### src/rtl/load_store_unit.sv
// Load/store sequencer between the execute stage and a registered-read data memory.
// Optional block copy is compiled in when LSU_COPY_EN is defined.
module load_store_unit #(
  parameter int ADDR_W = 8,
  parameter int DATA_W = 8
) (
  input  logic              CLK,
  input  logic              RST,
  input  logic              req_valid,
  output logic              req_ready,
  input  logic [1:0]        req_op,
  input  logic [ADDR_W-1:0] req_addr,
  input  logic [DATA_W-1:0] req_wdata,
  input  logic [7:0]        req_len,
  output logic              rsp_valid,
  input  logic              rsp_ready,
  output logic [DATA_W-1:0] rsp_rdata,
  output logic              rsp_err,
  output logic              MemWrite,
  output logic [ADDR_W-1:0] MemAddr,
  output logic [DATA_W-1:0] MemWriteData,
  input  logic [DATA_W-1:0] MemReadData,
  output logic              busy
);

  typedef enum logic [2:0] {
    IDLE = 3'd0,
    RD   = 3'd1,
    CAP  = 3'd2,
    WR   = 3'd3,
    RESP = 3'd4
`ifdef LSU_COPY_EN
    , CRD  = 3'd5,
    CCAP = 3'd6,
    CWR  = 3'd7
`endif
  } state_t;

  state_t            state_r, state_s;
  logic              mem_we_r, mem_we_s;
  logic [ADDR_W-1:0] mem_addr_r, mem_addr_s;
  logic [DATA_W-1:0] mem_wdata_r, mem_wdata_s;
  logic              rsp_valid_r;
  logic [DATA_W-1:0] rsp_rdata_r, rsp_rdata_s;
  logic              rsp_err_r, rsp_err_s;
  logic              busy_r;

`ifdef LSU_COPY_EN
  localparam logic [ADDR_W-1:0] ADDR_ONE = {{(ADDR_W-1){1'b0}}, 1'b1};
  logic [ADDR_W-1:0] src_r, src_s;
  logic [ADDR_W-1:0] dst_r, dst_s;
  logic [7:0]        len_r, len_s;
  logic [7:0]        cnt_r, cnt_s;
  logic [7:0]        cnt_inc_s;
`else
  logic              unused_len_s;
  assign unused_len_s = ^req_len;
`endif

  // Next-state and next registered-output values
  always_comb begin
    state_s     = state_r;
    mem_we_s    = 1'b0;
    mem_addr_s  = mem_addr_r;
    mem_wdata_s = mem_wdata_r;
    rsp_rdata_s = rsp_rdata_r;
    rsp_err_s   = rsp_err_r;
`ifdef LSU_COPY_EN
    src_s     = src_r;
    dst_s     = dst_r;
    len_s     = len_r;
    cnt_s     = cnt_r;
    cnt_inc_s = cnt_r + 8'd1;
`endif
    case (state_r)
      IDLE: begin
        if (req_valid) begin
          case (req_op)
            2'b00: begin
              state_s    = RD;
              mem_addr_s = req_addr;
            end
            2'b01: begin
              state_s     = WR;
              mem_we_s    = 1'b1;
              mem_addr_s  = req_addr;
              mem_wdata_s = req_wdata;
              rsp_rdata_s = req_wdata;
              rsp_err_s   = 1'b0;
            end
`ifdef LSU_COPY_EN
            2'b10: begin
              src_s = req_addr;
              dst_s = ADDR_W'(req_wdata);
              len_s = req_len;
              cnt_s = 8'd0;
              if (req_len == 8'd0) begin
                state_s     = RESP;
                rsp_rdata_s = {DATA_W{1'b0}};
                rsp_err_s   = 1'b0;
              end else begin
                state_s    = CRD;
                mem_addr_s = req_addr;
              end
            end
`endif
            default: begin
              state_s     = RESP;
              rsp_rdata_s = {DATA_W{1'b0}};
              rsp_err_s   = 1'b1;
            end
          endcase
        end else begin
          state_s = IDLE;
        end
      end
      RD:  state_s = CAP;
      CAP: begin
        state_s     = RESP;
        rsp_rdata_s = MemReadData;
        rsp_err_s   = 1'b0;
      end
      WR:  state_s = RESP;
`ifdef LSU_COPY_EN
      CRD: state_s = CCAP;
      CCAP: begin
        state_s     = CWR;
        mem_we_s    = 1'b1;
        mem_addr_s  = dst_r;
        mem_wdata_s = MemReadData;
      end
      CWR: begin
        // Both pointers wrap naturally at the address width
        src_s = src_r + ADDR_ONE;
        dst_s = dst_r + ADDR_ONE;
        cnt_s = cnt_inc_s;
        if (cnt_inc_s == len_r) begin
          state_s     = RESP;
          rsp_rdata_s = DATA_W'(len_r);
          rsp_err_s   = 1'b0;
        end else begin
          state_s    = CRD;
          mem_addr_s = src_r + ADDR_ONE;
        end
      end
`endif
      RESP: begin
        if (rsp_ready) begin
          state_s = IDLE;
        end else begin
          state_s = RESP;
        end
      end
      default: state_s = IDLE;
    endcase
  end

  // State and registered outputs; reset aborts any operation and drops MemWrite at once
  always_ff @(posedge CLK or posedge RST) begin
    if (RST) begin
      state_r     <= IDLE;
      mem_we_r    <= 1'b0;
      mem_addr_r  <= {ADDR_W{1'b0}};
      mem_wdata_r <= {DATA_W{1'b0}};
      rsp_valid_r <= 1'b0;
      rsp_rdata_r <= {DATA_W{1'b0}};
      rsp_err_r   <= 1'b0;
      busy_r      <= 1'b0;
    end else begin
      state_r     <= state_s;
      mem_we_r    <= mem_we_s;
      mem_addr_r  <= mem_addr_s;
      mem_wdata_r <= mem_wdata_s;
      rsp_valid_r <= (state_s == RESP);
      rsp_rdata_r <= rsp_rdata_s;
      rsp_err_r   <= rsp_err_s;
      busy_r      <= (state_s != IDLE);
    end
  end

`ifdef LSU_COPY_EN
  // Copy pointers and byte counter
  always_ff @(posedge CLK or posedge RST) begin
    if (RST) begin
      src_r <= {ADDR_W{1'b0}};
      dst_r <= {ADDR_W{1'b0}};
      len_r <= 8'd0;
      cnt_r <= 8'd0;
    end else begin
      src_r <= src_s;
      dst_r <= dst_s;
      len_r <= len_s;
      cnt_r <= cnt_s;
    end
  end
`endif

  assign req_ready    = (state_r == IDLE) && !RST;
  assign rsp_valid    = rsp_valid_r;
  assign rsp_rdata    = rsp_rdata_r;
  assign rsp_err      = rsp_err_r;
  assign MemWrite     = mem_we_r;
  assign MemAddr      = mem_addr_r;
  assign MemWriteData = mem_wdata_r;
  assign busy         = busy_r;

endmodule

### config.mk
export PLATFORM = sky130hd
export DESIGN_NAME = load_store_unit
export DESIGN_NICKNAME = d
export VERILOG_FILES = /design/src/rtl/load_store_unit.sv
export SDC_FILE = /design/constraint.sdc
export NUM_CORES = 1
export LEC_CHECK = 0
export ABC_AREA = 1
export ABC_CLOCK_PERIOD_IN_PS = 3700
export BUFFER_PORTS_ARGS = -buffer_cell sky130_fd_sc_hd__buf_4
export CORE_ASPECT_RATIO = 1.25
export CORE_UTILIZATION = 45
export CTS_CLUSTER_SIZE = 20
export DETAILED_ROUTE_END_ITERATION = 16
export HOLD_SLACK_MARGIN = 0.03
export PLACE_DENSITY = 0.77
export SYNTH_ARGS = -nofsm -noshare
export SYNTH_HDL_FRONTEND = slang
export SYNTH_SLANG_ARGS = --single-unit
### constraint.sdc
create_clock -name CLK -period 3.7 [get_ports CLK]
set_clock_uncertainty 0.05 [all_clocks]
set_input_delay 0.74 -clock CLK [delete_from_list [all_inputs] [get_ports CLK]]
set_output_delay 0.74 -clock CLK [all_outputs]
set_load 0.05 [all_outputs]
==> reports/metrics.csv <==
metric,value,unit
fin_ws,1.39,ns
fin_crit_sh,62.3,%
path_cells,"nor2_2, nand2_2, nor2_1, buf_4",
cts_hold_buf,0,
antenna_found_initial,0,
path_clk_slew,0.09,ns
grt_max_degree,32,
pre_cts_slack,1.76,ns
startpoint_type,flip-flop,
crit_required,2.91,ns
synth_flop_cell,dfrtp_1,
cts_buffers,5,
routed_wl,3.06,mm
setup.worst_path.start,state_r[1],
post-cts-setup-buffer-count,0,
cellPowerDensity,902,nW/µm²
r2r_end,MemWriteData[2],
cts_tree,built,
slew_violations,0,
final_cell_area,1990,µm²
finalSetupViolCount,0,
ys_ff_latch,31,
critPathKind,flip-flop to primary output,
slew_headroom,69.7,%
crit_path_end_kind,primary output,
drt_iter0_drc,37,
synth_edf_count,0,
gp_congestion,0.771,
crit_end,req_ready,
core,3030,µm²
final_util,65.7,%
r2r-start,state_r[1],
synth_warnings,0,
cts-htree-levels,2,
die_w,53.1,µm
ios,67,
synth_top_area_share,52.8,%
fin_cells,275,
hp-class,flip-flop to flip-flop,
synthTopCellsByArea,"dfrtp_1, nand2_1, o21ai_2, inv_1, nand4_1",
ctsResizeCount,0,
synthCells,177,
critPathMaxStageDelay,0.55,ns
hold_violations,0,
reg2reg_depth,6,
synth_area,1470,µm²
yosysMostFrequentCell,nand2_1,
via_per_inst,4.77,
die_h,65.9,µm
antenna_cells,0,
top_layer_used,met4,
ir_worst_vdd,793,µV
clock_path_buffers,2,
setup_tns,0,ns
met2_wirelength,1.55,mm
r2r_slack,1.99,ns
grt-ovfl-total,0,
syn-num-nets,215,
synth_area_per_cell,8.30,µm²
vias,1312,
cp_slowest_cell,dfrtp_1,
drc_errors,0,
wire_per_inst,11.1,µm
cts_sinks,31,
cp.arrival,1.52,ns
fill_cells,291,
synth_commonest_cells,"nand2_1, dfrtp_1, inv_1",
m1WireLength,1.25,mm
placedCellCount,267,
clock_latency,0.33,ns
worst_pin_slew,0.455,ns
ys_async_sr_fraction,100,%
yosys.area.top_type,dfrtp_1,
row_count,22,
drive_gt1_share,35.1,%
hold_depth,2,
cts-root-buf,clkbuf_4,
syn_to_final_growth,35.4,%
initial_utilization,48.5,%
die-area,3500,µm²
crit_fanout,12,
leakage,1.16,nW
grtUsageTotal,20.3,%
finalCriticalPeriod,2.31,ns
port_buffers,58,
yosysUniqueCellTypes,19,
nNetsFinal,276,
yosysSeqAreaShare,52.8,%
status,"finished, final reports clean",
antenna_left,0,
postPlaceCellArea,1920,µm²
register_area,776,µm²
multi_input_area,589,µm²
grt_first_pass_wirelength,5.01,mm
wl_met3,224,µm
dpl.hpwl,2.24,mm
firstDrtPassIters,4,
grt_pass1_vias,1178,
rsz0062_at_grt,false,
cap_violations,0,
max_freq,0.433,GHz
==> logic make-up (layout without fill, tap and decap cells) <==
family	count (synthesis)	count (layout)	share of synthesized area, %
AND/OR/NAND/NOR	112	112	34.3
flip-flops	31	31	52.8
AO/OA/AOI/OAI	11	11	5.79
buffers and inverters	23	85	7.07
==> placed cells by master (no fill, tap or decap) <==
master | netlist | routed
nand2_1 | 74 | 74
clkbuf_1 | 0 | 1
and2_1 | 1 | 1
dfrtp_1 | 31 | 31
nor2_1 | 11 | 11
a21oi_1 | 2 | 2
nand3_2 | 2 | 2
clkbuf_8 | 0 | 2
buf_4 | 2 | 59
inv_1 | 17 | 17
clkbuf_4 | 0 | 5
inv_2 | 1 | 1
o21ai_2 | 8 | 8
nand2_2 | 2 | 2
nand3_1 | 9 | 9
nand2_4 | 2 | 2
o21ai_0 | 1 | 1
nor2_4 | 2 | 2
nor2_2 | 1 | 1
nand4_1 | 8 | 8
==> metrics by stage <==
stage / hold slack (ns) / power [mW]
2_1_floorplan: 0.566 / 1.30
3_3_place_gp: 0.405 / 1.57
3_5_place_dp: 0.410 / 1.59
4_1_cts: 0.431 / 1.81
5_1_grt: 0.460 / 1.90
6_report: 0.428 / 1.79
==> how the worst min path moves through the flow <==
stage | from | endpoint
2_1_floorplan | state_r[2] | state_r[1]
3_3_place_gp | MemAddr[0] | MemAddr[0]
3_5_place_dp | MemAddr[3] | MemAddr[3]
4_1_cts | MemAddr[3] | MemAddr[3]
5_1_grt | MemWriteData[5] | MemWriteData[5]
6_report | MemAddr[6] | MemAddr[6]
==> power by group <==
group / internal, mW / switching [mW] / total (mW)
clock: 0.112 / 0.107 / 0.219
combinational: 0.291 / 0.729 / 1.02
sequential: 0.473 / 0.0821 / 0.555
total: 0.876 / 0.918 / 1.79
==> critical path: cells and delay by family (launching register included) <==
| family | cells | cell delay, ns |
|---|---|---|
| and+or+nand+nor | 3 | 0.44 |
| buffers and inverters | 1 | 0.20 |
| DFF | 1 | 0.55 |
==> layer usage <==
| layer | up-vias | track usage (%) |
|---|---|---|
| li1 | 675 | - |
| met1 | 590 | 23.3 |
| met2 | 42 | 34.0 |
| met3 | 5 | 6.90 |
| met4 | 0 | 7.89 |
| met5 | - | 0 |
==> area by class of cell <==
| class | count | area share [%] |
|---|---|---|
| inverters | 18 | 3.40 |
| well taps | 36 | 2.26 |
| flip-flops and latches | 31 | 39.0 |
| clock buffers | 8 | 3.46 |
| repair buffers | 59 | 22.3 |
| multi-input cells | 123 | 29.6 |
==> flip-flops by register name (all words and copies together), names as in the netlist <==
register and flops:
rsp_err 1, rsp_valid 1, MemWrite 1, busy 1, rsp_rdata 8, MemWriteData 8
state_r 3, MemAddr 8
No activity file was read; power rests on OpenSTA's default activity.
